$ cat config.mk
export PLATFORM = sky130hd
export DESIGN_NAME = core_int_ctl
export DESIGN_NICKNAME = d
export VERILOG_FILES = /design/src/rtl/core_int_ctl.sv
export SDC_FILE = /design/constraint.sdc
export NUM_CORES = 1
export LEC_CHECK = 0
export ABC_AREA = 1
export CAP_MARGIN = 20
export CORE_ASPECT_RATIO = 1.4
export CORE_MARGIN = 5
export CORE_UTILIZATION = 34
export DETAILED_ROUTE_END_ITERATION = 10
export PLACE_DENSITY = 0.87
export REMOVE_ABC_BUFFERS = 1
export SLEW_MARGIN = 20
export SYNTH_ARGS = -nofsm -noshare
export SYNTH_HDL_FRONTEND = slang
export SYNTH_SLANG_ARGS = --single-unit
$ cat constraint.sdc
create_clock -name I_clock -period 1.2 [get_ports I_clock]
set_input_delay 0.12 -clock I_clock [delete_from_list [all_inputs] [get_ports I_clock]]
set_output_delay 0.12 -clock I_clock [all_outputs]
set_load 0.05 [all_outputs]
$ cat src/rtl/core_int_ctl.sv
// core_int_ctl: prioritised interrupt controller feeding the core's BRK sequence.
// Sources are active-low, individually edge/level triggered and optionally
// maskable by the I flag. The lowest-index eligible source is latched on the
// rising edge of SYNC and held until the core acknowledges the vector fetch.
module core_int_ctl #(
  parameter int unsigned                  NUM_SRC   = 3,
  parameter logic [NUM_SRC-1:0]           EDGE_MODE = 3'b010,
  parameter logic [NUM_SRC-1:0]           MASKABLE  = 3'b100,
  parameter int unsigned                  RESET_SRC = 0,
  parameter logic [16*NUM_SRC-1:0]        VEC_TABLE = {16'hFFFE, 16'hFFFA, 16'hFFFC},
  parameter logic [15:0]                  BRK_VEC   = 16'hFFFE,
  parameter int unsigned                  SRC_W     = (NUM_SRC > 1) ? $clog2(NUM_SRC) : 1
) (
  input  logic               I_clock,
  input  logic               I_reset,
  input  logic               I_ready,
  input  logic [NUM_SRC-1:0] I_src_n,
  input  logic               I_iflag,
  input  logic               I_sync,
  input  logic               I_ack,
  output logic               O_pending,
  output logic               O_soft_brk,
  output logic [SRC_W-1:0]   O_src,
  output logic [15:0]        O_vec_lo,
  output logic [15:0]        O_vec_hi
);

  typedef enum logic {
    IDLE    = 1'b0,
    LATCHED = 1'b1
  } state_t;

  state_t             state, state_nx;
  logic [NUM_SRC-1:0] last_src;
  logic               last_sync;
  // Stored raise flags exist only for edge-mode sources; level sources are
  // read straight from the request lines.
  logic [NUM_SRC-1:0] edge_raise, edge_raise_nx;
  // The power-on raise of RESET_SRC is kept in its own flag so it survives
  // regardless of that source's mode and bypasses the I-flag mask.
  logic               rst_raise, rst_raise_nx;
  logic [SRC_W-1:0]   src_q, src_nx;
  logic [15:0]        vec_q, vec_nx;

  logic [NUM_SRC-1:0] elig;
  logic [NUM_SRC-1:0] new_edge;
  logic [NUM_SRC-1:0] win_hot;
  logic [SRC_W-1:0]   win;
  logic               win_ok;
  logic [15:0]        win_vec;
  logic               sync_rise;
  logic               free;

  // Eligibility, new-edge detection and fixed-priority pick (lowest index wins).
  always_comb begin
    elig     = '0;
    new_edge = '0;
    win_hot  = '0;
    win      = '0;
    win_ok   = 1'b0;
    win_vec  = BRK_VEC;
    for (int unsigned i = 0; i < NUM_SRC; i++) begin
      if (EDGE_MODE[i]) begin
        elig[i]     = edge_raise[i];
        new_edge[i] = last_src[i] & ~I_src_n[i];
      end else begin
        elig[i] = ~I_src_n[i];
      end
      if (MASKABLE[i] && I_iflag) begin
        elig[i] = 1'b0;
      end
      if ((i == RESET_SRC) && rst_raise) begin
        elig[i] = 1'b1;
      end
    end
    for (int unsigned i = 0; i < NUM_SRC; i++) begin
      if (elig[i] && !win_ok) begin
        win_ok     = 1'b1;
        win        = SRC_W'(i);
        win_hot[i] = 1'b1;
        win_vec    = VEC_TABLE[16*i +: 16];
      end
    end
  end

  // Next-state: ack frees the latch first, so a coincident sync_rise can
  // re-latch in the same cycle; fresh edges are OR-ed in last so they win
  // over a consume of the same index.
  always_comb begin
    state_nx      = state;
    src_nx        = src_q;
    vec_nx        = vec_q;
    edge_raise_nx = edge_raise;
    rst_raise_nx  = rst_raise;
    sync_rise     = I_sync & ~last_sync;
    free          = (state == IDLE) | I_ack;
    if ((state == LATCHED) && I_ack) begin
      state_nx = IDLE;
      src_nx   = '0;
      vec_nx   = BRK_VEC;
    end
    if (sync_rise && free && win_ok) begin
      state_nx      = LATCHED;
      src_nx        = win;
      vec_nx        = win_vec;
      edge_raise_nx = edge_raise & ~(win_hot & EDGE_MODE);
      rst_raise_nx  = rst_raise & ~win_hot[RESET_SRC];
    end
    edge_raise_nx = edge_raise_nx | new_edge;
  end

  // State and history registers; everything holds while I_ready is low.
  always_ff @(posedge I_clock) begin
    if (I_reset) begin
      state      <= IDLE;
      src_q      <= '0;
      vec_q      <= BRK_VEC;
      last_src   <= '1;
      last_sync  <= 1'b0;
      edge_raise <= '0;
      rst_raise  <= 1'b1;
    end else if (I_ready) begin
      state      <= state_nx;
      src_q      <= src_nx;
      vec_q      <= vec_nx;
      last_src   <= I_src_n;
      last_sync  <= I_sync;
      edge_raise <= edge_raise_nx;
      rst_raise  <= rst_raise_nx;
    end
  end

  assign O_pending  = (state == LATCHED);
  assign O_soft_brk = ~O_pending;
  assign O_src      = src_q;
  assign O_vec_lo   = vec_q;
  assign O_vec_hi   = vec_q + 16'd1;

endmodule

==> flow_metrics.env, run 1 <==
export IMPL_status="finished clean"
export IMPL_max_freq_mhz=936.2
export IMPL_cts_tree="built"
export IMPL_max_cap_violations=0
export IMPL_final_setup_worst_slack_ns=0.1319
export IMPL_drc=0
export IMPL_drtIter0Drc=11
export IMPL_ant_nets=0
export IMPL_finClkSkew_ns=0.0006661
export IMPL_dp_hpwl_mm=1.061
export IMPL_core_area_sq_mm=0.001926
export IMPL_path_max_fanout=4
export IMPL_grt_usage_pct=9.145
export IMPL_cp_start_kind="input port"
export IMPL_avgSynthCellArea_sq_um=7.465
export IMPL_grt_pass1_wl_mm=1.938
export IMPL_slew_viol_final=0
export IMPL_cts_buffer_depth=2
export IMPL_sw_frac_of_total_pct=44.20
export IMPL_crit_path_end_kind="flop"
export IMPL_post_route_period_util_pct=89.01
export IMPL_route_vias_total=536
export IMPL_diodes=0
export IMPL_setup_viol=0
export IMPL_clkTransAtPathRegs_ns=0.06
export IMPL_required_ns=1.39
export IMPL_start_util_pct=34.50
export IMPL_routed_via_density=4.092
export IMPL_clock_sinks=9
export IMPL_cts_buffers=3
export IMPL_clock_latency_ns=0.26
export IMPL_area_delta_synth_final_pct=30.51
export IMPL_rows=19
export IMPL_min_path_type="reg2reg"
export IMPL_cts_setup_buffers=0
export IMPL_first_global_vias=493
export IMPL_antenna_found_initial=0
export IMPL_place_ws_ns=-0.1438
export IMPL_drt_pass1_iterations=4
export IMPL_worstSetupPathType="in2reg"
export IMPL_synth_seq_cells=9
export IMPL_avgRoutedWirePerCell_um=9.916
export IMPL_root_buffer="clkbuf_4"
export IMPL_syn_area_sq_um=664.4
export IMPL_portBuffers=16
export IMPL_cts_resized=0
export IMPL_yosysWarnings=0
export IMPL_min_period_ns=1.068
export IMPL_grt_ovfl_total=0
export IMPL_cts_hold_buffers=0
export IMPL_netSwitchingPower_w=0.0004463
export IMPL_drt_wl_total_mm=1.299
export IMPL_dieArea_sq_mm=0.002951
export IMPL_ys_seq_area_share_pct=27.12
export IMPL_internal_power_w=0.0005634
export IMPL_p_total_w=0.001010
export IMPL_final_layout_size_suffix_gt1_share_pct=24.55
export IMPL_routabilityCongestion=0.7963
export IMPL_grt_setup_unrepaired="no"
export IMPL_synth_cell_types=18
export IMPL_power_clock_fraction_pct=23.2
export IMPL_die_h_um=62.31
export IMPL_p_leak_nw=0.4244
export IMPL_p_seq_share_pct=33.3
export IMPL_grt_max_degree=7
export IMPL_fin_nets=120
export IMPL_io_pins=45
export IMPL_fp_dieW_um=47.36
export IMPL_synthCells=89
export IMPL_combPwrFrac_pct=43.5
export IMPL_powerDensity_mw_per_mm2=1164
export IMPL_cts_max_level=1
export IMPL_finalHoldViolCount=0
export IMPL_arrival_ns=1.26
export IMPL_ir_worst_vdd_mv=0.7161
area by class of cell:
cell class	count	area, sq um
Fill cell	195	1059
Multi-Input combinational cell	66	319.1
Timing Repair Buffer	21	277.8
Sequential cell	9	180.2
Inverter	10	37.54
Clock buffer	4	26.28
Tap cell	21	26.28
per-layer routing:
metal	up-vias	global-route usage [%]	part of all wire, %
met5	-	0	0
met4	0	6.228	2.1
met2	40	13.59	47
li1	262	-	-
met1	231	9.965	34
met3	3	3.757	17
per-stage QoR:
| stage | instance area (sq um) | util, % | setup TNS [ns] | cells | hold slack, ns |
|---|---|---|---|---|---|
| final | 867.1 | 45.03 | 0 | 131 | 0.4484 |
| after floorplan | 536.8 | - | -2.164 | 85 | 0.1891 |
| after global routing | 867.1 | 45.03 | 0 | 131 | 0.4792 |
| after CTS | 867.1 | 45.03 | 0 | 131 | 0.4508 |
| after global placement | 840.8 | 43.66 | -0.5383 | 127 | 0.4283 |
| after detailed placement | 840.8 | 43.66 | -0.8755 | 127 | 0.4430 |
synthesized netlist by cell type:
cell type  count  area (sq um)
nand2_4        2         22.52
nor2_2         2         12.51
nor2_4         2         22.52
inv_1          6         22.52
conb_1         2         7.510
nand3_1        5         25.02
buf_4         30         225.2
nor4_1         1         6.260
inv_2          3         11.26
nand3_2        1         10.01
a21oi_1        5         25.02
o211ai_1       2         15.01
dfxtp_1        9         180.2
nand4_1        1         6.260
nand2_2        1         6.260
o21ai_0        2         10.01
clkinv_1       1         3.750
nand2_1       14         52.55
sequential cells by signal (all words and copies together) (netlist names):
register	flops
O_pending	1
O_vec_lo	2
last_src	1
rst_raise	1
O_src	2
last_sync	1
edge_raise	1
worst paths after layout:
check / cells after the start / slack (ns) / from / endpoint
setup / recovery: 7 / 0.13 / I_sync / O_pending$_SDFFE_PP0P_
hold / removal: 2 / 0.45 / last_sync$_SDFFE_PP0P_ / last_sync$_SDFFE_PP0P_
setup reg to reg: 7 / 0.14 / last_sync$_SDFFE_PP0P_ / O_pending$_SDFFE_PP0P_
hold reg to reg: 2 / 0.45 / last_sync$_SDFFE_PP0P_ / last_sync$_SDFFE_PP0P_
worst max-delay path, cell delays in order:
cell             delay [ns]
clkdlybuf4s50_1        0.48
nand2_1                0.09
nor2_4                 0.15
inv_2                  0.05
nor2_2                 0.14
nand2_1                0.09
a21oi_1                0.14
power groups by stage:
stage / logic (W) / registers, W / clock network (W)
after floorplan: 0.000267 / 0.000382 / 0
after global placement: 0.000430 / 0.000342 / 0
after detailed placement: 0.000435 / 0.000343 / 0
after CTS: 0.000438 / 0.000337 / 0.000238
after global routing: 0.000460 / 0.000339 / 0.000266
final: 0.000439 / 0.000336 / 0.000234
cell families (layout without fill, tap and decap cells):
| kind of cell | count (synthesis) | in the layout | synth area share [%] |
|---|---|---|---|
| compound gates | 9 | 9 | 7.532 |
| buf+inv | 40 | 35 | 39.55 |
| flops | 9 | 9 | 27.12 |
| other cells | 2 | 28 | 1.130 |
| simple gates | 29 | 29 | 24.67 |
layout by cell type, fill, tap and decap left out:
cell	count
buf_4	5
nand2_4	2
nand2_1	14
inv_2	3
buf_12	8
clkbuf_4	3
a21oi_1	5
clkdlybuf4s50_1	8
conb_1	28
dfxtp_1	9
o211ai_1	2
clkinv_1	1
nand3_2	1
nand4_1	1
o21ai_0	2
nand3_1	5
nor4_1	1
nor2_4	2
inv_1	6
clkbuf_1	1
nand2_2	1
nor2_2	2
Power figures use the tool's default switching activity.
==> inputs of run 2 (changes only) <==
--- a/config.mk
+++ b/config.mk
@@ -12,8 +12,9 @@
 export CORE_UTILIZATION = 34
 export DETAILED_ROUTE_END_ITERATION = 10
 export PLACE_DENSITY = 0.87
+export RECOVER_POWER = 100
 export REMOVE_ABC_BUFFERS = 1
-export SLEW_MARGIN = 20
+export SKIP_LAST_GASP = 1
 export SYNTH_ARGS = -nofsm -noshare
 export SYNTH_HDL_FRONTEND = slang
 export SYNTH_SLANG_ARGS = --single-unit
==> flow_metrics.env, run 2 (synthesis results as in run 1) <==
export IMPL_worstSetupPathType="reg2out"
export IMPL_start_util_pct=34.50
export IMPL_grt_setup_unrepaired="no"
export IMPL_critical_path_buf_inv_count=2
export IMPL_finalHoldViolCount=0
export IMPL_fp_dieW_um=47.36
export IMPL_max_cap_violations=0
export IMPL_place_ws_ns=-0.1438
export IMPL_rows=19
export IMPL_fin_nets=120
export IMPL_clock_latency_ns=0.26
export IMPL_final_setup_worst_slack_ns=0.1289
export IMPL_wl_met2_um=607
export IMPL_first_global_vias=493
export IMPL_grt_max_degree=7
export IMPL_grt_pass1_wl_mm=1.938
export IMPL_grt_ovfl_total=0
export IMPL_p_seq_share_pct=34.1
export IMPL_cts_setup_buffers=0
export IMPL_mostFrequentLayoutCells="conb_1, nand2_1, dfxtp_1"
export IMPL_min_path_type="reg2reg"
export IMPL_required_ns=1.08
export IMPL_finClkSkew_ns=0.0006661
export IMPL_antenna_found_initial=0
export IMPL_met3_length_um=229
export IMPL_whs_ns=0.4484
export IMPL_core_area_sq_mm=0.001926
export IMPL_dieArea_sq_mm=0.002951
export IMPL_cts_resized=0
export IMPL_ant_nets=0
export IMPL_portBuffers=16
export IMPL_die_h_um=62.31
export IMPL_routed_via_density=4.099
export IMPL_routabilityCongestion=0.7963
export IMPL_cts_tree="built"
export IMPL_cts_buffer_depth=2
export IMPL_combPwrFrac_pct=41.7
export IMPL_netSwitchingPower_w=0.0004398
export IMPL_root_buffer="clkbuf_4"
export IMPL_p_total_w=0.0009683
export IMPL_sw_frac_of_total_pct=45.42
export IMPL_drtIter0Drc=11
export IMPL_cts_max_level=1
export IMPL_ir_worst_vdd_mv=0.7032
export IMPL_cpPeakStageDelay_ns=0.34
export IMPL_diodes=0
export IMPL_clock_sinks=9
export IMPL_post_route_period_util_pct=89.26
export IMPL_wl_met1_um=425
export IMPL_path_delay_family="buffers and inverters"
export IMPL_cp_start_kind="flop"
export IMPL_final_common_cell="conb_1"
export IMPL_drc=0
export IMPL_setup_viol=0
export IMPL_drt_wl_total_mm=1.289
export IMPL_slew_viol_final=0
export IMPL_top_layer_used="met4"
export IMPL_io_pins=45
export IMPL_avgRoutedWirePerCell_um=9.840
export IMPL_clkTransAtPathRegs_ns=0.06
export IMPL_min_period_ns=1.071
export IMPL_internal_power_w=0.0005285
export IMPL_p_leak_nw=0.3885
export IMPL_power_clock_fraction_pct=24.2
export IMPL_path_cells="clkbuf_1, buf_12"
export IMPL_max_freq_mhz=933.6
export IMPL_crit_path_end_kind="output pin"
export IMPL_cts_hold_buffers=0
export IMPL_area_delta_synth_final_pct=16.38
export IMPL_final_layout_size_suffix_gt1_share_pct=22.73
export IMPL_dp_hpwl_mm=1.061
export IMPL_route_vias_total=537
export IMPL_powerDensity_mw_per_mm2=1252
export IMPL_critPathSlowestCell="dfxtp_1"
export IMPL_grt_usage_pct=9.145
export IMPL_drt_pass1_iterations=4
export IMPL_arrival_ns=0.95
export IMPL_path_max_fanout=3
export IMPL_status="finished clean"
export IMPL_fillers=204
export IMPL_cts_buffers=3
## run 2: cell count changes in the layout (fill, tap and decap cells not counted)
cell | previous run | this run
buf_4 | 5 | 4
inv_2 | 3 | 2
clkbuf_2 | 0 | 6
dlygate4sd3_1 | 0 | 1
inv_1 | 6 | 7
clkdlybuf4s50_1 | 8 | 7
clkbuf_1 | 1 | 2
buf_12 | 8 | 2
## run 2: path summary, 6_finish.rpt
| path | slack [ns] | cells past startpoint | to | startpoint |
|---|---|---|---|---|
| max reg2reg | 0.13 | 6 | O_vec_lo[1]$_SDFFE_PP1P_ | O_pending$_SDFFE_PP0P_ |
| max | 0.13 | 2 | O_pending | O_pending$_SDFFE_PP0P_ |
| min | 0.45 | 2 | last_sync$_SDFFE_PP0P_ | last_sync$_SDFFE_PP0P_ |
| min reg2reg | 0.45 | 2 | last_sync$_SDFFE_PP0P_ | last_sync$_SDFFE_PP0P_ |
## run 2: worst register-to-register path, cell delays in order, from the launching register on
cell and delay (ns):
dfxtp_1 0.34, clkbuf_1 0.19, nand2_1 0.13, nand2_4 0.11
nand2_4 0.06, nand2_1 0.05, nand3_1 0.07
## run 2: layer usage
metal,vias up,track usage (%)
li1,262,-
met1,232,9.965
met2,40,13.59
met3,3,3.757
met4,0,6.228
met5,-,0
## run 2: per-stage QoR
step           cell area [sq um]  utilization (%)  instances  setup TNS, ns
2_1_floorplan              536.8                -         85         -2.164
3_3_place_gp               840.8            43.66        127        -0.5383
3_5_place_dp               840.8            43.66        127        -0.8755
4_1_cts                    867.1            45.03        131              0
5_1_grt                    773.2            40.16        131              0
6_report                   773.2            40.16        131              0
## run 2: layout make-up
class,instances,area (sq um),share of cell area [%]
Inverter,10,37.54,4.854
Multi-Input combinational cell,66,319.1,41.26
Timing Repair Buffer,21,183.9,23.79
Clock buffer,4,26.28,3.398
Sequential cell,9,180.2,23.30
Tap cell,21,26.28,3.398
## run 2: power by group through the flow
stage | combinational [W] | clock (W) | sequential, W
finish | 0.000404 | 0.000234 | 0.000330
global route | 0.000424 | 0.000266 | 0.000333
CTS | 0.000438 | 0.000238 | 0.000337
detailed placement | 0.000435 | 0 | 0.000343
global placement | 0.000430 | 0 | 0.000342
floorplan | 0.000267 | 0 | 0.000382
==> inputs of run 3 (changes only) <==
--- a/config.mk
+++ b/config.mk
@@ -10,6 +10,7 @@
 export CORE_ASPECT_RATIO = 1.4
 export CORE_MARGIN = 5
 export CORE_UTILIZATION = 34
+export CTS_CLUSTER_DIAMETER = 30
 export DETAILED_ROUTE_END_ITERATION = 10
 export PLACE_DENSITY = 0.87
 export RECOVER_POWER = 100
==> results of run 3 <==
Final layout, timing and power as in run 2 (identical DEF).
